==> config.mk <==
export PLATFORM = sky130hd
export DESIGN_NAME = vending_machine
export DESIGN_NICKNAME = d
export VERILOG_FILES = /design/src/rtl/vm_pkg.sv /design/src/rtl/vm_stock.sv /design/src/rtl/vending_machine.sv
export SDC_FILE = /design/constraint.sdc
export NUM_CORES = 1
export LEC_CHECK = 0
export BUFFER_PORTS_ARGS = -buffer_cell sky130_fd_sc_hd__buf_2
export CORE_UTILIZATION = 50
export CTS_BUF_LIST = sky130_fd_sc_hd__clkbuf_16
export DETAILED_ROUTE_END_ITERATION = 10
export GPL_ROUTABILITY_DRIVEN = 1
export HOLD_SLACK_MARGIN = 0.08
export PLACE_DENSITY = 0.79
export SLEW_MARGIN = 10
export SYNTH_ARGS = -nofsm -noshare
export SYNTH_HDL_FRONTEND = slang
export SYNTH_HIERARCHICAL = 1
export SYNTH_SLANG_ARGS = --single-unit
==> constraint.sdc <==
create_clock -name clk -period 5.61 [get_ports clk]
set_input_delay 0.2805 -clock clk [delete_from_list [all_inputs] [get_ports clk]]
set_output_delay 0.2805 -clock clk [all_outputs]
set_load 0.01 [all_outputs]
==> src/rtl/vm_pkg.sv <==
// Shared types, coin encodings, price table and default limits for the vending machine.
package vm_pkg;

    typedef enum logic [3:0] {
        S_IDLE     = 4'd0,
        S_INSERT   = 4'd1,
        S_CHECK    = 4'd2,
        S_DISPENSE = 4'd3,
        S_REFUND   = 4'd4,
        S_END      = 4'd5
    } state_t;

    localparam logic [2:0] COIN_5  = 3'b001;
    localparam logic [2:0] COIN_10 = 3'b010;
    localparam logic [2:0] COIN_20 = 3'b100;

    localparam logic [7:0] VAL_5  = 8'd5;
    localparam logic [7:0] VAL_10 = 8'd10;
    localparam logic [7:0] VAL_20 = 8'd20;

    localparam int MAX_MONEY_DEF  = 40;
    localparam int INIT_STOCK_DEF = 2;

    // Codes that are not exactly one-hot carry no value.
    function automatic logic [7:0] coin_value(input logic [2:0] coin);
        case (coin)
            COIN_5:  return VAL_5;
            COIN_10: return VAL_10;
            COIN_20: return VAL_20;
            default: return 8'd0;
        endcase
    endfunction

    function automatic logic [7:0] item_price(input logic [1:0] item);
        case (item)
            2'd0:    return 8'd15;
            2'd1:    return 8'd20;
            2'd2:    return 8'd25;
            default: return 8'd30;
        endcase
    endfunction

endpackage

==> src/rtl/vm_stock.sv <==
// Per-item stock counters; reports whether the selected item is sold out.
module vm_stock
    import vm_pkg::*;
#(
    parameter int INIT_STOCK = INIT_STOCK_DEF
) (
    input  logic       clk,
    input  logic       reset,
    input  logic [1:0] i_sel,
    input  logic       i_dec,
    output logic       o_out_stock
);

    logic [7:0] r_stock [4];

    always_ff @(posedge clk) begin
        if (reset) begin
            for (int i = 0; i < 4; i++) begin
                r_stock[i] <= 8'(INIT_STOCK);
            end
        end else if (i_dec && (r_stock[i_sel] != 8'd0)) begin
            r_stock[i_sel] <= r_stock[i_sel] - 8'd1;
        end
    end

    assign o_out_stock = (r_stock[i_sel] == 8'd0);

endmodule

==> src/rtl/vending_machine.sv <==
// Vending machine controller: coin credit, item check, dispense and refund sequencing.
// States: IDLE wait start | INSERT take coins | CHECK stock/credit | DISPENSE pulse item | REFUND return credit | END hold result
module vending_machine
    import vm_pkg::*;
#(
    parameter int MAX_MONEY  = MAX_MONEY_DEF,
    parameter int INIT_STOCK = INIT_STOCK_DEF
) (
    input  logic       clk,
    input  logic       reset,
    input  logic       start,
    input  logic       done_money,
    input  logic       cancel,
    input  logic       continue_buy,
    input  logic [2:0] money,
    input  logic [1:0] item_in,
    output logic       done,
    output logic [3:0] item_out,
    output logic [7:0] change,
    output logic       end_trans
);

    localparam logic [7:0] LP_MAX = 8'(MAX_MONEY);

    state_t     r_state, w_state_nxt;
    logic [7:0] r_credit, w_credit_nxt;
    logic [7:0] r_change, w_change_nxt;
    logic       r_done, w_done_nxt;
    logic [3:0] r_item_out, w_item_out_nxt;
    logic       r_end_trans, w_end_trans_nxt;
    logic [1:0] r_item_sel, w_item_sel_nxt;
    logic       r_out_stock, w_out_stock_nxt;
    logic       w_dec;
    logic       w_sold_out;
    logic [7:0] w_coin;
    logic [7:0] w_price;

    vm_stock #(.INIT_STOCK(INIT_STOCK)) u_stock (
        .clk         (clk),
        .reset       (reset),
        .i_sel       (r_item_sel),
        .i_dec       (w_dec),
        .o_out_stock (w_sold_out)
    );

    assign w_coin  = coin_value(money);
    assign w_price = item_price(r_item_sel);

    always_comb begin
        w_state_nxt     = r_state;
        w_credit_nxt    = r_credit;
        w_change_nxt    = r_change;
        w_done_nxt      = r_done;
        w_item_out_nxt  = 4'b0000;
        w_end_trans_nxt = r_end_trans;
        w_item_sel_nxt  = r_item_sel;
        w_out_stock_nxt = r_out_stock;
        w_dec           = 1'b0;
        case (r_state)
            S_IDLE, S_END: begin
                if (start) begin
                    w_state_nxt     = S_INSERT;
                    w_credit_nxt    = 8'd0;
                    w_change_nxt    = 8'd0;
                    w_done_nxt      = 1'b0;
                    w_end_trans_nxt = 1'b0;
                    w_out_stock_nxt = 1'b0;
                end
            end
            S_INSERT: begin
                if (cancel) begin
                    w_state_nxt = S_REFUND;
                end else begin
                    // Credit may overshoot the limit by one coin; it is never clipped.
                    if (r_credit < LP_MAX) begin
                        w_credit_nxt = r_credit + w_coin;
                    end
                    if (done_money) begin
                        w_state_nxt    = S_CHECK;
                        w_item_sel_nxt = item_in;
                    end
                end
            end
            S_CHECK: begin
                if (cancel) begin
                    w_state_nxt = S_REFUND;
                end else if (w_sold_out) begin
                    w_state_nxt     = S_REFUND;
                    w_out_stock_nxt = 1'b1;
                end else if (r_credit < w_price) begin
                    w_state_nxt = S_INSERT;
                end else begin
                    w_state_nxt    = S_DISPENSE;
                    w_item_out_nxt = 4'b0001 << r_item_sel;
                    w_done_nxt     = 1'b1;
                    w_change_nxt   = r_credit - w_price;
                    w_credit_nxt   = r_credit - w_price;
                end
            end
            S_DISPENSE: begin
                w_dec = 1'b1;
                if (cancel) begin
                    w_state_nxt = S_REFUND;
                end else if (continue_buy) begin
                    w_state_nxt  = S_INSERT;
                    w_credit_nxt = r_change;
                    w_change_nxt = 8'd0;
                    w_done_nxt   = 1'b0;
                end else begin
                    w_state_nxt     = S_END;
                    w_end_trans_nxt = 1'b1;
                end
            end
            S_REFUND: begin
                w_state_nxt     = S_END;
                w_change_nxt    = r_credit;
                w_credit_nxt    = 8'd0;
                w_end_trans_nxt = 1'b1;
            end
            default: begin
                w_state_nxt = S_IDLE;
            end
        endcase
    end

    always_ff @(posedge clk) begin
        if (reset) begin
            r_state     <= S_IDLE;
            r_credit    <= 8'd0;
            r_change    <= 8'd0;
            r_done      <= 1'b0;
            r_item_out  <= 4'b0000;
            r_end_trans <= 1'b0;
            r_item_sel  <= 2'd0;
            r_out_stock <= 1'b0;
        end else begin
            r_state     <= w_state_nxt;
            r_credit    <= w_credit_nxt;
            r_change    <= w_change_nxt;
            r_done      <= w_done_nxt;
            r_item_out  <= w_item_out_nxt;
            r_end_trans <= w_end_trans_nxt;
            r_item_sel  <= w_item_sel_nxt;
            r_out_stock <= w_out_stock_nxt;
        end
    end

    assign done      = r_done;
    assign item_out  = r_item_out;
    assign change    = r_change;
    assign end_trans = r_end_trans;

endmodule

==> flow_metrics.env <==
export IMPL_hpwlAfterDp_um=5920
export IMPL_start_kind="flip-flop"
export IMPL_postCtsHoldBufs=0
export IMPL_drt_iter0_drc=282
export IMPL_synthCells=370
export IMPL_wl_um=8610
export IMPL_grt_pass1_vias=2829
export IMPL_irDropWorstVdd_mv=0.144
export IMPL_synth_area_um2=3770
export IMPL_ys_warn_count=6
export IMPL_ys_ff_latch=59
export IMPL_grt_antenna_before_repair=0
export IMPL_hold_depth=3
export IMPL_fin_cells=489
export IMPL_cp_slowest_stage_delay_ns=0.86
export IMPL_cp_top_family="compound AO/OA/AOI/OAI gates"
export IMPL_drt_wirelength_per_cell_um=17.6
export IMPL_rsz0062_at_grt="no"
export IMPL_row_count=31
export IMPL_worstPathCellList="mux4_2, inv_1, ha_1, or3b_2, nor2_1, nor2b_1, o311ai_4, o311a_1, o21ai_1, a41oi_1, a221oi_1"
export IMPL_setup_viol=0
export IMPL_holdCritPathClass="primary input to flip-flop"
export IMPL_reg2regPathDepth=11
export IMPL_min_from="item_in[1]"
export IMPL_slowest_stage="dfxtp_1"
export IMPL_status="finished, final reports clean"
export IMPL_place_gp_congestion=0.903
export IMPL_insertedDiodeCount=0
export IMPL_final_layout_size_suffix_gt1_share_pct=20.8
export IMPL_grt_first_pass_wirelength_um=13700
export IMPL_slew_viol_final=0
export IMPL_vias_per_cell=6.25
export IMPL_die_area_um2=7890
export IMPL_clkTransAtPathRegs_ns=0.05
export IMPL_core_area_um2=7250
export IMPL_p_leak_nw=1.57
export IMPL_synth_edf_count=32
export IMPL_crit_fanout=18
export IMPL_dp_cells=474
export IMPL_min_period_over_period_pct=78.3
export IMPL_antenna_left=0
export IMPL_regToRegEndpoint="change[5]"
export IMPL_clock_fmax_mhz=228
export IMPL_fill_cells=618
export IMPL_crit_arrival_ns=4.62
export IMPL_htree_levels=3
export IMPL_pin_count=25
export IMPL_clock_root_buffer="clkbuf_16"
export IMPL_synthFlopType="edfxtp_1"
export IMPL_post_cts_buffers=0
export IMPL_synth_distinct_cells=72
export IMPL_hold_viol_final=0
export IMPL_synth_area_per_cell_um2=10.2
export IMPL_reg2reg_setup_slack_ns=1.22
export IMPL_die_height_um=88.8
export IMPL_cp_num_buf_inv=1
export IMPL_num_vias=3057
export IMPL_r2r_start="r_item_sel[0]"
export IMPL_finClkSkew_ns=0.00720
export IMPL_nets=414
export IMPL_finalCriticalPeriod_ns=4.39
export IMPL_crit_path_start="r_item_sel[0]"
export IMPL_postCtsResizedCells=0
export IMPL_cts_tree="built"
export IMPL_max_cap_violations=0
export IMPL_io_buffers=24
export IMPL_crit_type="flip-flop to flip-flop"
export IMPL_track_usage_pct=23.2
export IMPL_clk_path_buf_depth=2
export IMPL_grt_max_degree=31
export IMPL_clock_sinks=59
export IMPL_synth_seq_area_share_pct=39.8
export IMPL_cts_buffers=9
export IMPL_synthArstFlopShare_pct=0
export IMPL_hold_end="r_item_sel[1]"
export IMPL_power_per_cell_area_nw_per_um2=336
export IMPL_die_w_um=88.8
export IMPL_tightest_slew_ns=1.07
export IMPL_clk_latency_ns=0.33
export IMPL_slew_headroom_pct=28.3
export IMPL_finalSetupTns_ns=0
export IMPL_cp_required_ns=5.84
export IMPL_syn_nets=398
export IMPL_initial_core_util_pct=52.0
export IMPL_syn_to_final_growth_pct=10.5
export IMPL_first_pass_iters=5
export IMPL_grt_overflow_total=0
export IMPL_end_kind="flip-flop"
export IMPL_drc_errors=0
-- area by class of cell --
| type | count | area (um^2) | share of cell area [%] |
|---|---|---|---|
| timing repair buffer | 24 | 120 | 2.88 |
| clock inverter | 6 | 33.8 | 0.811 |
| sequential | 59 | 1500 | 36.0 |
| tap | 99 | 124 | 2.97 |
| inverter | 14 | 52.6 | 1.26 |
| multi-input combinational | 278 | 2110 | 50.6 |
| clock buffer | 9 | 225 | 5.41 |
-- worst max-delay path by stage --
stage	cells after the start	end
2_1_floorplan	14	change[0]
5_1_grt	11	change[5]
4_1_cts	11	change[5]
3_5_place_dp	11	change[5]
6_report	11	change[5]
3_3_place_gp	11	change[5]
-- registers in the layout, summed over array words and instances, names as in the netlist --
name	count
end_trans	1
r_item_sel	2
done	1
r_state	3
item_out	4
change	8
r_credit	8
u_stock/r_stock	32
-- metal layers --
layer	GRT usage [%]	routed length, um
met1	32.8	3860
met4	8.80	111
met2	33.4	3880
met5	0	0
met3	7.18	751
-- power breakdown --
group	total [mW]	internal (mW)	switching (mW)
clock	0.480	0.291	0.188
sequential	0.547	0.490	0.0571
combinational	0.374	0.150	0.224
total	1.40	0.932	0.469
-- worst min-delay path, stage by stage --
cell and delay, ns:
buf_2 0.08, mux2i_1 0.05, nor2_1 0.07
-- cell usage after synthesis, types with 8 or more instances --
master / instances / area (um^2)
nand2b_1: 10 / 62.6
nor2b_1: 10 / 62.6
nor3_1: 12 / 60.1
nand2_1: 13 / 48.8
edfxtp_1: 32 / 961
o21ai_0: 15 / 75.1
nor2_1: 45 / 169
ha_1: 16 / 200
a21oi_1: 26 / 130
dfxtp_1: 27 / 541
clkbuf_1: 9 / 33.8
o21ai_1: 8 / 40.0
inv_1: 12 / 45.0
-- layout by cell type, fill, tap and decap left out, types with 8 or more instances in the layout --
master,netlist,final
nor2_1,45,45
edfxtp_1,32,32
dfxtp_1,27,27
a21oi_1,26,26
buf_2,6,24
ha_1,16,16
o21ai_0,15,15
nand2_1,13,13
inv_1,12,12
nor3_1,12,12
nor2b_1,10,10
nand2b_1,10,10
clkbuf_16,0,9
o21ai_1,8,8
-- cells by family (layout without fill, tap and decap cells) --
family	count (synthesis)	count (layout)	synth area share, %
flops	59	59	39.8
simple gates	126	126	18.8
buf+inv	33	53	4.28
mux	16	16	7.20
compound gates	107	107	21.2
fa+ha+maj	18	18	6.10
xor+xnor	11	11	2.55
-- through the flow --
step	utilization (%)	power [mW]	setup slack [ns]	hold WS [ns]	area, um^2
final	57.4	1.40	1.22	0.198	4170
after global routing	57.4	1.46	0.966	0.232	4170
after CTS	57.4	1.40	1.27	0.197	4170
after detailed placement	53.9	0.920	1.33	0.488	3910
after global placement	53.9	0.908	1.50	0.479	3910
after floorplan	-	0.832	2.09	0.424	3770
Note: power is estimated with default switching activity, not from simulation.
